[config.mk]
export PLATFORM = sky130hd
export DESIGN_NAME = bus_arbiter_flat
export DESIGN_NICKNAME = d
export VERILOG_FILES = /design/src/rtl/bus_arbiter_if.sv /design/src/rtl/bus_arbiter.sv /design/src/flat_wrapper.sv
export SDC_FILE = /design/constraint.sdc
export NUM_CORES = 1
export LEC_CHECK = 0
export BUFFER_PORTS_ARGS = -buffer_cell sky130_fd_sc_hd__buf_2
export CAP_MARGIN = 20
export CORE_MARGIN = 2
export CORE_UTILIZATION = 39
export CTS_BUF_LIST = sky130_fd_sc_hd__clkbuf_8
export DETAILED_ROUTE_END_ITERATION = 8
export GPL_TIMING_DRIVEN = 0
export PLACE_DENSITY = 0.78
export REMOVE_ABC_BUFFERS = 1
export SLEW_MARGIN = 20
export SYNTH_ARGS = -nofsm -noshare
export SYNTH_HDL_FRONTEND = slang
export SYNTH_SLANG_ARGS = --single-unit
export TNS_END_PERCENT = 20
[constraint.sdc]
create_clock -name Clk -period 1.5 [get_ports Clk]
set_input_delay 0 -clock Clk [delete_from_list [all_inputs] [get_ports Clk]]
set_output_delay 0 -clock Clk [all_outputs]
set_load 0.02 [all_outputs]
[src/rtl/bus_arbiter_if.sv]
// Handshake and RAM-access bundle shared between the DMA/CPU masters and the bus arbiter.
// The slave modport is the arbiter's view; the master modport is the requesters' view.
interface bus_arbiter_if;
    logic       Bus_req;
    logic       Bus_grant;
    logic       Cpu_Busy;
    logic       Cpu_hold;
    logic       Forced_release;

    logic [7:0] Cpu_Address;
    logic       Cpu_Cs;
    logic       Cpu_WE;
    logic [7:0] Cpu_Data;

    logic [7:0] Dma_Address;
    logic       Dma_Cs;
    logic       Dma_WE;
    logic [7:0] Dma_Data;

    logic [7:0] Ram_Address;
    logic       Ram_Cs;
    logic       Ram_WE;
    logic [7:0] Ram_Data;

    modport slave (
        input  Bus_req, Cpu_Busy,
        input  Cpu_Address, Cpu_Cs, Cpu_WE, Cpu_Data,
        input  Dma_Address, Dma_Cs, Dma_WE, Dma_Data,
        output Bus_grant, Cpu_hold, Forced_release,
        output Ram_Address, Ram_Cs, Ram_WE, Ram_Data
    );

    modport master (
        output Bus_req, Cpu_Busy,
        output Cpu_Address, Cpu_Cs, Cpu_WE, Cpu_Data,
        output Dma_Address, Dma_Cs, Dma_WE, Dma_Data,
        input  Bus_grant, Cpu_hold, Forced_release,
        input  Ram_Address, Ram_Cs, Ram_WE, Ram_Data
    );
endinterface

[src/rtl/bus_arbiter.sv]
// CPU/DMA bus arbiter: grants the RAM port to the DMA, caps its tenure at MAX_DMA_CYCLES
// and enforces a CPU-only cooldown after a forced release.
//
//   state    | meaning
//   CPU_OWN  | CPU drives RAM; DMA request considered once cooldown has expired
//   WAIT_REL | DMA requesting, CPU stalled but finishing its current access
//   DMA_OWN  | DMA granted and driving RAM
//   RECLAIM  | one-cycle turnaround, RAM port idle
module bus_arbiter #(
    parameter int MAX_DMA_CYCLES = 64,
    parameter int COOLDOWN       = 4
) (
    input  logic          Clk,
    input  logic          Rst,
    bus_arbiter_if.slave  bus
);

    localparam int HOLD_W = (MAX_DMA_CYCLES > 0) ? $clog2(MAX_DMA_CYCLES + 1) : 1;
    localparam int CD_W   = (COOLDOWN > 0) ? $clog2(COOLDOWN + 1) : 1;

    localparam logic [HOLD_W-1:0] HOLD_MAX = HOLD_W'(MAX_DMA_CYCLES);
    localparam logic [CD_W-1:0]   CD_LOAD  = CD_W'(COOLDOWN);

    typedef enum logic [1:0] {
        CPU_OWN  = 2'd0,
        WAIT_REL = 2'd1,
        DMA_OWN  = 2'd2,
        RECLAIM  = 2'd3
    } state_t;

    state_t            state, state_nxt;
    logic [HOLD_W-1:0] hold_cnt, hold_nxt;
    logic [CD_W-1:0]   cd_cnt, cd_nxt;
    logic              forced_q, limit_exit;

    always_ff @(posedge Clk) begin
        if (Rst) begin
            state    <= CPU_OWN;
            hold_cnt <= '0;
            cd_cnt   <= '0;
            forced_q <= 1'b0;
        end else begin
            state    <= state_nxt;
            hold_cnt <= hold_nxt;
            cd_cnt   <= cd_nxt;
            forced_q <= limit_exit;
        end
    end

    always_comb begin
        state_nxt  = state;
        hold_nxt   = hold_cnt;
        cd_nxt     = cd_cnt;
        limit_exit = 1'b0;

        unique case (state)
            CPU_OWN: begin
                if (cd_cnt != '0) begin
                    cd_nxt = cd_cnt - 1'b1;
                end else if (bus.Bus_req) begin
                    if (bus.Cpu_Busy) begin
                        state_nxt = WAIT_REL;
                    end else begin
                        state_nxt = DMA_OWN;
                        hold_nxt  = HOLD_W'(1);
                    end
                end
            end
            WAIT_REL: begin
                if (!bus.Bus_req) begin
                    state_nxt = CPU_OWN;
                end else if (!bus.Cpu_Busy) begin
                    state_nxt = DMA_OWN;
                    hold_nxt  = HOLD_W'(1);
                end
            end
            DMA_OWN: begin
                // A voluntary release wins over the limit so it never counts as forced.
                if (!bus.Bus_req) begin
                    state_nxt = RECLAIM;
                    hold_nxt  = '0;
                end else if (hold_cnt == HOLD_MAX) begin
                    state_nxt  = RECLAIM;
                    hold_nxt   = '0;
                    limit_exit = 1'b1;
                end else begin
                    hold_nxt = hold_cnt + 1'b1;
                end
            end
            RECLAIM: begin
                state_nxt = CPU_OWN;
                cd_nxt    = forced_q ? CD_LOAD : '0;
            end
            default: state_nxt = CPU_OWN;
        endcase
    end

    assign bus.Bus_grant      = (state == DMA_OWN);
    assign bus.Cpu_hold       = (state != CPU_OWN);
    assign bus.Forced_release = forced_q;

    always_comb begin
        bus.Ram_Address = '0;
        bus.Ram_Cs      = 1'b0;
        bus.Ram_WE      = 1'b0;
        bus.Ram_Data    = '0;
        unique case (state)
            CPU_OWN, WAIT_REL: begin
                bus.Ram_Address = bus.Cpu_Address;
                bus.Ram_Cs      = bus.Cpu_Cs;
                bus.Ram_WE      = bus.Cpu_WE;
                bus.Ram_Data    = bus.Cpu_Data;
            end
            DMA_OWN: begin
                bus.Ram_Address = bus.Dma_Address;
                bus.Ram_Cs      = bus.Dma_Cs;
                bus.Ram_WE      = bus.Dma_WE;
                bus.Ram_Data    = bus.Dma_Data;
            end
            default: ;
        endcase
    end

endmodule

[src/flat_wrapper.sv]
// flat-port wrapper written by rule: the top's interface ports become plain ports
module bus_arbiter_flat 
#(
    parameter int MAX_DMA_CYCLES = 64,
    parameter int COOLDOWN       = 4
)
  (Clk, Rst, bus_Bus_req, bus_Cpu_Busy, bus_Cpu_Address, bus_Cpu_Cs, bus_Cpu_WE, bus_Cpu_Data, bus_Dma_Address, bus_Dma_Cs, bus_Dma_WE, bus_Dma_Data, bus_Bus_grant, bus_Cpu_hold, bus_Forced_release, bus_Ram_Address, bus_Ram_Cs, bus_Ram_WE, bus_Ram_Data);
  bus_arbiter_if bus_i ();
  input  logic Clk;
  input  logic Rst;
  input wire logic [$bits(bus_i.Bus_req)-1:0] bus_Bus_req;
  input wire logic [$bits(bus_i.Cpu_Busy)-1:0] bus_Cpu_Busy;
  input wire logic [$bits(bus_i.Cpu_Address)-1:0] bus_Cpu_Address;
  input wire logic [$bits(bus_i.Cpu_Cs)-1:0] bus_Cpu_Cs;
  input wire logic [$bits(bus_i.Cpu_WE)-1:0] bus_Cpu_WE;
  input wire logic [$bits(bus_i.Cpu_Data)-1:0] bus_Cpu_Data;
  input wire logic [$bits(bus_i.Dma_Address)-1:0] bus_Dma_Address;
  input wire logic [$bits(bus_i.Dma_Cs)-1:0] bus_Dma_Cs;
  input wire logic [$bits(bus_i.Dma_WE)-1:0] bus_Dma_WE;
  input wire logic [$bits(bus_i.Dma_Data)-1:0] bus_Dma_Data;
  output wire logic [$bits(bus_i.Bus_grant)-1:0] bus_Bus_grant;
  output wire logic [$bits(bus_i.Cpu_hold)-1:0] bus_Cpu_hold;
  output wire logic [$bits(bus_i.Forced_release)-1:0] bus_Forced_release;
  output wire logic [$bits(bus_i.Ram_Address)-1:0] bus_Ram_Address;
  output wire logic [$bits(bus_i.Ram_Cs)-1:0] bus_Ram_Cs;
  output wire logic [$bits(bus_i.Ram_WE)-1:0] bus_Ram_WE;
  output wire logic [$bits(bus_i.Ram_Data)-1:0] bus_Ram_Data;
  assign bus_i.Bus_req = bus_Bus_req;
  assign bus_i.Cpu_Busy = bus_Cpu_Busy;
  assign bus_i.Cpu_Address = bus_Cpu_Address;
  assign bus_i.Cpu_Cs = bus_Cpu_Cs;
  assign bus_i.Cpu_WE = bus_Cpu_WE;
  assign bus_i.Cpu_Data = bus_Cpu_Data;
  assign bus_i.Dma_Address = bus_Dma_Address;
  assign bus_i.Dma_Cs = bus_Dma_Cs;
  assign bus_i.Dma_WE = bus_Dma_WE;
  assign bus_i.Dma_Data = bus_Dma_Data;
  assign bus_Bus_grant = bus_i.Bus_grant;
  assign bus_Cpu_hold = bus_i.Cpu_hold;
  assign bus_Forced_release = bus_i.Forced_release;
  assign bus_Ram_Address = bus_i.Ram_Address;
  assign bus_Ram_Cs = bus_i.Ram_Cs;
  assign bus_Ram_WE = bus_i.Ram_WE;
  assign bus_Ram_Data = bus_i.Ram_Data;
  bus_arbiter #(.MAX_DMA_CYCLES(MAX_DMA_CYCLES), .COOLDOWN(COOLDOWN)) u_core (.Clk(Clk), .Rst(Rst), .bus(bus_i));
endmodule
==> flow_summary.json, run 1 <==
{
  "status": "finished, violations left",
  "violations": "setup timing",
  "ys_async_sr_fraction_pct": 0,
  "cts_buffer_depth": 2,
  "clock_latency_ns": 0.24,
  "holdBufCountCts": 0,
  "max_stage_delay_ns": 0.56,
  "final_hold_viol_count": 0,
  "yosysSeqAreaShare_pct": 28.0,
  "cp_max_fo": 5,
  "p_comb_share_pct": 61.6,
  "setup_viol": 7,
  "fp-row-count": 17,
  "cp-end-kind": "flip-flop",
  "yosys_most_used_dff": "dfxtp_1",
  "slew_headroom_pct": 70.4,
  "core_um2": 2230,
  "grt_util_met3_pct": 2.26,
  "cts_tree": "done",
  "dr_total_vias": 1145,
  "leakage_nw": 0.644,
  "ir_drop_mv": 0.956,
  "cp_num_buf_inv": 0,
  "min_period_ns": 1.56,
  "hold_ws_ns": 0.0522,
  "power.density_nw_per_um2": 1430,
  "drive_above_1_share_pct": 52.2,
  "drv_cap": 0,
  "critPathLaunchType": "flip-flop",
  "initial_core_util_pct": 41.7,
  "fin_worst_skew_ns": 0.00338,
  "path_cells": "or4b_4, o21ba_4, o31ai_4, nor3_2",
  "max_freq_mhz": 641,
  "cts_max_level": 1,
  "worstPathArrival_ns": 1.68,
  "n_antenna_cell": 0,
  "avgSynthCellArea_um2": 8.17,
  "drc": 0,
  "fill_cells": 175,
  "syn-cell-area_um2": 931,
  "maxSlewViolCount": 0,
  "wl_per_cell_um": 15.5,
  "cp.required_ns": 1.62,
  "hp-class": "primary input to flip-flop",
  "grtUsageMet1_pct": 30.4,
  "drtIter0Drc": 17,
  "yosysUniqueCellTypes": 34,
  "clk_pin_slew_ns": 0.06,
  "floorplan.die_area_um2": 2790,
  "gr-usage-met2_pct": 36.0,
  "area_growth_pct": 59.3,
  "hpwl_um": 2090,
  "rsz0062_at_grt": "yes",
  "finalWeightedCongestion": 0.815,
  "avgViaCountPerCell": 5.50,
  "worst_pin_slew_ns": 0.445,
  "fin_crit_sh_pct": 104,
  "cts_sinks": 13,
  "drt_wl_total_um": 3220,
  "final_area_um2": 1480,
  "cpMaxStageDelayCell": "or4b_4",
  "netlist_instances": 114,
  "final_cells": 208,
  "power.share.clock_pct": 14.5,
  "final_cell_mix": "buf_2 (51), a22o_1 (18), buf_4 (9)",
  "p_seq_share_pct": 23.9,
  "grt_usage_pct": 22.4,
  "grt-ovfl-total": 0,
  "yosys_warnings": 0,
  "p_total_mw": 2.12,
  "final_nets": 225,
  "internal_power_mw": 1.21,
  "place_area_um2": 1240,
  "mostFrequentLayoutCell": "buf_2",
  "antenna_found_initial": 0,
  "worstSetupPathType": "flip-flop to flip-flop",
  "grt_max_degree": 14,
  "portBuffers": 60,
  "multi_input_comb_area_um2": 694,
  "drtPass1Iterations": 4,
  "grt_pass1_vias": 1042,
  "grt_busiest_layer": "met2",
  "dp.cells": 195,
  "seq_area_um2": 269,
  "die_w_um": 52.9,
  "swShare_pct": 42.8,
  "postRouteAntennaNets": 0,
  "cts_buffers": 3,
  "ys_ff_latch": 13,
  "root_buffer": "clkbuf_8",
  "die_y_um": 52.9,
  "cpLargestDelayFamily": "simple AND/OR/NAND/NOR gates",
  "io_pins": 61,
  "power_switching_mw": 0.907,
  "synth-edff-count": 0,
  "grt_pass1_wl_um": 4710,
  "worst_slack_ns": -0.0591
}
[area by class of cell]
cell class / count / area share, %
Clock inverter: 1 / 0.253
Multi-Input combinational cell: 86 / 46.8
Timing Repair Buffer: 66 / 26.3
Inverter: 10 / 2.78
Sequential cell: 13 / 18.1
Tap cell: 28 / 2.36
Timing Repair inverter: 1 / 0.506
Clock buffer: 3 / 2.78
[cell families (layout without fill, tap and decap cells)]
kind of cell             Yosys count  in the layout  synth area share, %
flip-flops                        13             13                 28.0
buffers and inverters             17             81                 6.86
XOR/XNOR                           1              1                0.941
AND/OR/NAND/NOR                   36             37                 22.4
AO/OA/AOI/OAI                     43             44                 36.4
adder cells (fa/ha/maj)            4              4                 5.38
[power by group through the flow]
stage	Sequential, mW	Clock, mW	Combinational, mW
2_1_floorplan	0.459	0	0.665
6_report	0.505	0.307	1.30
5_1_grt	0.516	0.331	1.42
3_5_place_dp	0.476	0	0.921
3_3_place_gp	0.472	0	0.894
4_1_cts	0.502	0.314	1.20
[registers in the layout, summed over array words and instances, names as in the netlist]
name / count
u_core.state: 2
u_core.hold_cnt: 7
u_core.bus.Forced_release: 1
u_core.cd_cnt: 3
[stage by stage]
stage / util (%) / setup TNS (ns) / worst slack (ns)
floorplan: - / -11.07 / -0.516
global placement: 55.5 / -15.25 / -0.678
detailed placement: 55.6 / -9.34 / -0.397
CTS: 63.4 / -0.119 / -0.0451
global route: 66.4 / -1.34 / -0.122
finish: 66.4 / -0.266 / -0.0591
[timing repair]
action	CTS	global route
resized for setup	19	19
setup endpoints to repair	28	29
pin swaps	9	10
buffers inserted	6	0
cloned	3	0
[path summary, 6_finish.rpt]
kind / slack [ns] / cells past startpoint / endpoint / from
worst min-delay path: 0.05 / 3 / u_core.state[0] / bus_Cpu_Busy
worst max-delay path: -0.06 / 4 / u_core.hold_cnt[2] / u_core.hold_cnt[2]
worst max register to register: -0.06 / 4 / u_core.hold_cnt[2] / u_core.hold_cnt[2]
worst min register to register: 0.46 / 2 / u_core.cd_cnt[2] / u_core.bus.Forced_release
[worst min-delay path, cell delays in order]
cell	delay, ns
buf_2	0.11
o2111ai_1	0.08
a21oi_1	0.06
[layer usage]
metal	vias up	part of all wire, %
li1	569	-
met1	554	44
met2	20	54
met3	2	1.6
met4	0	0.59
met5	-	0
[cell usage after synthesis (all sizes together) (2+ instances only)]
library cell / number / area [µm²]
nor3: 4 / 20.0
nor2: 3 / 11.3
and2: 2 / 12.5
o21ai: 6 / 30.0
o21ba: 2 / 20.0
a21oi: 6 / 30.0
nand2: 5 / 18.8
inv: 10 / 37.5
o31ai: 4 / 35.0
or2: 3 / 18.8
or4: 2 / 15.0
a221oi: 2 / 17.5
and3: 2 / 12.5
clkbuf: 7 / 26.3
a22o: 18 / 158
nand3: 7 / 35.0
ha: 4 / 50.1
dfxtp: 13 / 260
No activity file was read; power rests on OpenSTA's default activity.
==> run 2: changes to the inputs <==
CORE_UTILIZATION = 30   (was 39)
CTS_CLUSTER_DIAMETER = 60   (was unset)
PLACE_DENSITY = unset   (was 0.78)
==> run 2 against run 1 <==
Compared with the run above:
- the run still ends with setup timing left
- register-to-register slack about the same
- non-clock buffer count increased by 3
- final cell count increased by 4.3%
- hold slack improved by 0.0031 ns
- clock skew increased by 0.0020 ns
- combinational power increased by 8%
- critical endpoint unchanged
- critical path depth unchanged
- wire length increased by 2.4%
- sequential share of layout area decreased by 0.22 points
==> flow_summary.json, run 2 (same netlist as run 1, synthesis figures left out) <==
{
  "cp_max_fo": 5,
  "max_stage_delay_ns": 0.57,
  "drv_cap": 0,
  "swShare_pct": 43.4,
  "reg_top3": "u_core.hold_cnt: 7 flops, u_core.cd_cnt: 3 flops, u_core.state: 2 flops",
  "leakage_nw": 0.655,
  "min_period_ns": 1.57,
  "area_growth_pct": 62.8,
  "hold_ws_ns": 0.0553,
  "avgViaCountPerCell": 5.53,
  "wl_met3_um": 106,
  "clk_pin_slew_ns": 0.05,
  "die_w_um": 59.7,
  "final_nets": 229,
  "fill_cells": 291,
  "regMostFlops": "u_core.hold_cnt",
  "met2WireLength_um": 1730,
  "dr_total_vias": 1200,
  "cpMaxStageDelayCell": "or4b_4",
  "grt_pass1_wl_um": 4800,
  "postRouteAntennaNets": 0,
  "io_pins": 61,
  "cts_tree": "done",
  "mostFrequentLayoutCell": "buf_2",
  "grt-ovfl-total": 0,
  "path_cells": "or4b_4, o21ba_4, o31ai_4, nor3_2",
  "power.density_nw_per_um2": 1460,
  "drive_above_1_share_pct": 56.0,
  "final_hold_viol_count": 0,
  "power_switching_mw": 0.956,
  "cpLargestDelayFamily": "simple AND/OR/NAND/NOR gates",
  "dp.cells": 200,
  "internal_power_mw": 1.25,
  "fin_crit_sh_pct": 104,
  "finalWeightedCongestion": 0.782,
  "floorplan.die_area_um2": 3560,
  "drt_wl_total_um": 3300,
  "root_buffer": "clkbuf_8",
  "final_cells": 217,
  "met1_length_um": 1430,
  "status": "finished, violations left",
  "maxSlewViolCount": 0,
  "worst_pin_slew_ns": 0.451,
  "cts_buffers": 3,
  "tns_ns": -0.251,
  "portBuffers": 60,
  "drtIter0Drc": 49,
  "p_total_mw": 2.21,
  "cts_sinks": 13,
  "place_area_um2": 1250,
  "p_comb_share_pct": 63.3,
  "fin_worst_skew_ns": 0.00542,
  "wl_per_cell_um": 15.2,
  "grt_usage_pct": 17.6,
  "setup_viol": 6,
  "cp.required_ns": 1.62,
  "clock_latency_ns": 0.25,
  "cts_buffer_depth": 2,
  "core_um2": 3000,
  "grt_max_degree": 15,
  "final_cell_mix": "buf_2 (60), a22o_1 (18), inv_1 (8), buf_4 (8), dfxtp_1 (8)",
  "route.top_layer_used": "met4",
  "p_seq_share_pct": 22.5,
  "drc": 0,
  "worstPathArrival_ns": 1.69,
  "final_area_um2": 1520,
  "max_freq_mhz": 639,
  "cts_max_level": 1,
  "critPathLaunchType": "flip-flop",
  "slew_headroom_pct": 70.0,
  "ir_drop_mv": 0.351,
  "largest_reg_flops": 7,
  "power.share.clock_pct": 14.2,
  "die_y_um": 59.7,
  "worstSetupPathType": "flip-flop to flip-flop",
  "fp-row-count": 20,
  "initial_core_util_pct": 31.0,
  "drtPass1Iterations": 4,
  "rsz0062_at_grt": "yes",
  "grt_pass1_vias": 1063,
  "worst_slack_ns": -0.0657,
  "n_antenna_cell": 0,
  "violations": "setup timing",
  "antenna_found_initial": 0,
  "cp_num_buf_inv": 0,
  "hp-class": "primary input to flip-flop",
  "hpwl_um": 2130,
  "cp-end-kind": "flip-flop"
}
==> run 2: worst min-delay path, cell delays in order <==
cell,delay (ns)
buf_2,0.11
o2111ai_1,0.08
a21oi_1,0.07
==> run 2: worst paths after layout <==
path	cells past startpoint	to	from	slack [ns]
max	4	u_core.hold_cnt[2]	u_core.hold_cnt[2]	-0.07
min reg2reg	2	u_core.cd_cnt[2]	u_core.bus.Forced_release	0.47
min	3	u_core.state[0]	bus_Cpu_Busy	0.06
max reg2reg	4	u_core.hold_cnt[2]	u_core.hold_cnt[2]	-0.07
==> run 2: repair_timing <==
action / in CTS / in global routing
hold buffers: 0 / 0
gates resized for setup: 23 / 11
gates cloned: 4 / 0
buffers inserted: 8 / 1
pin swaps: 9 / 6
endpoints found under the setup margin: 28 / 10
==> run 2: per-layer routing <==
layer  vias up  global-route usage, %
met5         -                      0
met3         9                   3.46
li1        581                      -
met2        26                   28.9
met4         0                   4.13
met1       584                   23.6
==> run 2: power groups by stage <==
stage	registers (mW)	clock network (mW)	logic (mW)
floorplan	0.459	0	0.665
global placement	0.474	0	0.897
detailed placement	0.478	0	0.929
CTS	0.489	0.323	1.26
global route	0.501	0.341	1.50
finish	0.497	0.312	1.40
==> run 2: layout make-up <==
class                      count  area (µm²)  area share, %
timing repair buffer          69         372           24.5
multi-input combinational     87         737           48.6
timing repair inverter         1        7.51          0.495
tap                           33        41.3           2.73
inverter                      10        41.3           2.73
sequential                    13         272           17.9
clock inverter                 1        3.75          0.248
clock buffer                   3        41.3           2.73
==> run 2: per-stage QoR <==
step           util (%)  setup WS (ns)
6_report           50.5        -0.0657
5_1_grt            50.5         -0.109
4_1_cts            48.6        -0.0526
3_5_place_dp       41.6         -0.485
3_3_place_gp       41.5         -0.716
2_1_floorplan         -         -0.516
==> run 3: changes to the inputs <==
MAX_ROUTING_LAYER = met4   (was unset)
RECOVER_POWER = 25   (was unset)
REMOVE_ABC_BUFFERS = unset   (was 1)
==> run 3 against run 2 <==
Compared with the run above:
- the flow still finishes with violations (setup timing)
- register-to-register slack better by 0.03 ns
- sequential share of layout area is 0.17 points higher
- via count shrank 0.75%
- critical endpoint is now u_core.hold_cnt[5]
- largest cell class unchanged
==> flow_summary.json, run 3 (same netlist as run 1, synthesis figures left out) <==
{
  "regMostFlops": "u_core.hold_cnt",
  "holdBufCountCts": 0,
  "slew_headroom_pct": 67.9,
  "final_hold_viol_count": 0,
  "tns_ns": -0.110,
  "grt_pass1_vias": 1073,
  "grt_pass1_wl_um": 4640,
  "power_switching_mw": 0.927,
  "largest_reg_flops": 7,
  "ir_drop_mv": 0.569,
  "grt_usage_pct": 17.3,
  "place_area_um2": 1280,
  "fill_cells": 286,
  "fin_crit_sh_pct": 103,
  "finalWeightedCongestion": 0.766,
  "min_from": "bus_Cpu_Busy",
  "postRouteAntennaNets": 0,
  "dr_total_vias": 1191,
  "worst_slack_ns": -0.0379,
  "area_growth_pct": 60.5,
  "critPathLaunch": "u_core.cd_cnt[1]",
  "n_antenna_cell": 0,
  "initial_core_util_pct": 31.0,
  "hpwl_um": 2200,
  "die_w_um": 59.7,
  "drv_cap": 0,
  "fp-row-count": 20,
  "internal_power_mw": 1.22,
  "final_cell_mix": "buf_2 (61), a22o_1 (18), inv_1 (9)",
  "swShare_pct": 43.2,
  "syn_nets": 158,
  "post-route-util_pct": 49.8,
  "core_um2": 3000,
  "cp.required_ns": 1.64,
  "grt_max_degree": 11,
  "multi_input_comb_area_um2": 692,
  "cp-end-kind": "flip-flop",
  "drive_above_1_share_pct": 53.5,
  "wl_per_cell_um": 13.6,
  "r2r_start": "u_core.cd_cnt[1]",
  "cts_max_level": 1,
  "final_area_um2": 1490,
  "antenna_found_initial": 0,
  "setup_viol": 5,
  "drtIter0Drc": 61,
  "root_buffer": "clkbuf_8",
  "die_y_um": 59.7,
  "cts_tree": "done",
  "violations": "setup timing",
  "min_period_ns": 1.54,
  "avgViaCountPerCell": 5.41,
  "status": "finished, violations left",
  "p_total_mw": 2.15,
  "cts_buffer_depth": 2,
  "hp-class": "primary input to flip-flop",
  "seq_area_um2": 270,
  "p_seq_share_pct": 21.9,
  "worstPathArrival_ns": 1.67,
  "fin_worst_skew_ns": 0.00617,
  "p_comb_share_pct": 63.0,
  "leakage_nw": 0.665,
  "drt_wl_total_um": 3000,
  "rsz0062_at_grt": "yes",
  "worstSetupPathType": "flip-flop to flip-flop",
  "cts_sinks": 13,
  "io_pins": 61,
  "grt-ovfl-total": 0,
  "power.density_nw_per_um2": 1440,
  "final_nets": 232,
  "floorplan.die_area_um2": 3560,
  "mostFrequentLayoutCell": "buf_2",
  "clk_pin_slew_ns": 0.06,
  "maxSlewViolCount": 0,
  "critPathLaunchType": "flip-flop",
  "drtPass1Iterations": 4,
  "cts_buffers": 3,
  "cp_max_fo": 4,
  "power.share.clock_pct": 15.1,
  "clock_latency_ns": 0.25,
  "reg_top3": "u_core.hold_cnt: 7 flops, u_core.cd_cnt: 3 flops, u_core.state: 2 flops",
  "worst_pin_slew_ns": 0.481,
  "drc": 0,
  "max_freq_mhz": 650,
  "portBuffers": 60
}
-- run 3: cell count changes in the layout (fill, tap and decap cells not counted), sizes merged --
cell,previous run,this run
clkinvlp,2,0
clkbuf,3,9
nor2,5,3
inv,10,11
-- run 3: path summary, 6_finish.rpt --
path | depth (start not counted) | to | slack, ns
hold / removal | 3 | u_core.state[0] | 0.04
setup / recovery | 6 | u_core.hold_cnt[5] | -0.04
hold reg to reg | 2 | u_core.cd_cnt[2] | 0.48
setup reg to reg | 6 | u_core.hold_cnt[5] | -0.04
-- run 3: repair_timing --
item,4_1_cts,5_1_grt
resized for setup,27,7
buffers inserted,6,2
pin swaps,9,1
setup endpoints to repair,28,24
gates cloned,1,0
-- run 3: metal layers --
metal / wire length (µm) / GRT usage, %
met4: 36 / 5.71
met1: 1170 / 20.5
met3: 192 / 1.08
met2: 1600 / 30.9
met5: 0 / -
-- run 3: metrics by stage --
stage / setup WS (ns) / std cells / hold slack [ns]
final: -0.0379 / 220 / 0.0359
after global routing: -0.0848 / 220 / 0.0617
after CTS: -0.0402 / 218 / 0.0420
after detailed placement: -0.200 / 207 / 0.309
after global placement: -0.144 / 207 / 0.309
after floorplan: -0.0263 / 114 / 0.160
-- run 3: power groups by stage --
| stage | Sequential [mW] | Combinational, mW | Clock [mW] |
|---|---|---|---|
| final | 0.471 | 1.35 | 0.324 |
| after CTS | 0.470 | 1.32 | 0.326 |
| after global placement | 0.466 | 0.958 | 0 |
| after global routing | 0.482 | 1.46 | 0.338 |
| after detailed placement | 0.469 | 0.994 | 0 |
| after floorplan | 0.454 | 0.716 | 0 |
-- run 3: critical path, cell delays in order (launching register included) --
cell	delay (ns)
dfxtp_2	0.32
inv_2	0.08
ha_4	0.13
and2b_2	0.22
o22ai_4	0.10
or2_4	0.30
a311o_1	0.26
-- run 3: layout make-up --
| cell class | count | area share (%) |
|---|---|---|
| multi-input cells | 85 | 46.3 |
| inverters | 10 | 2.51 |
| plain buffers | 7 | 3.02 |
| clock inverters | 1 | 0.251 |
| well taps | 33 | 2.76 |
| flip-flops and latches | 13 | 18.1 |
| repair buffers | 68 | 24.3 |
| clock buffers | 3 | 2.76 |
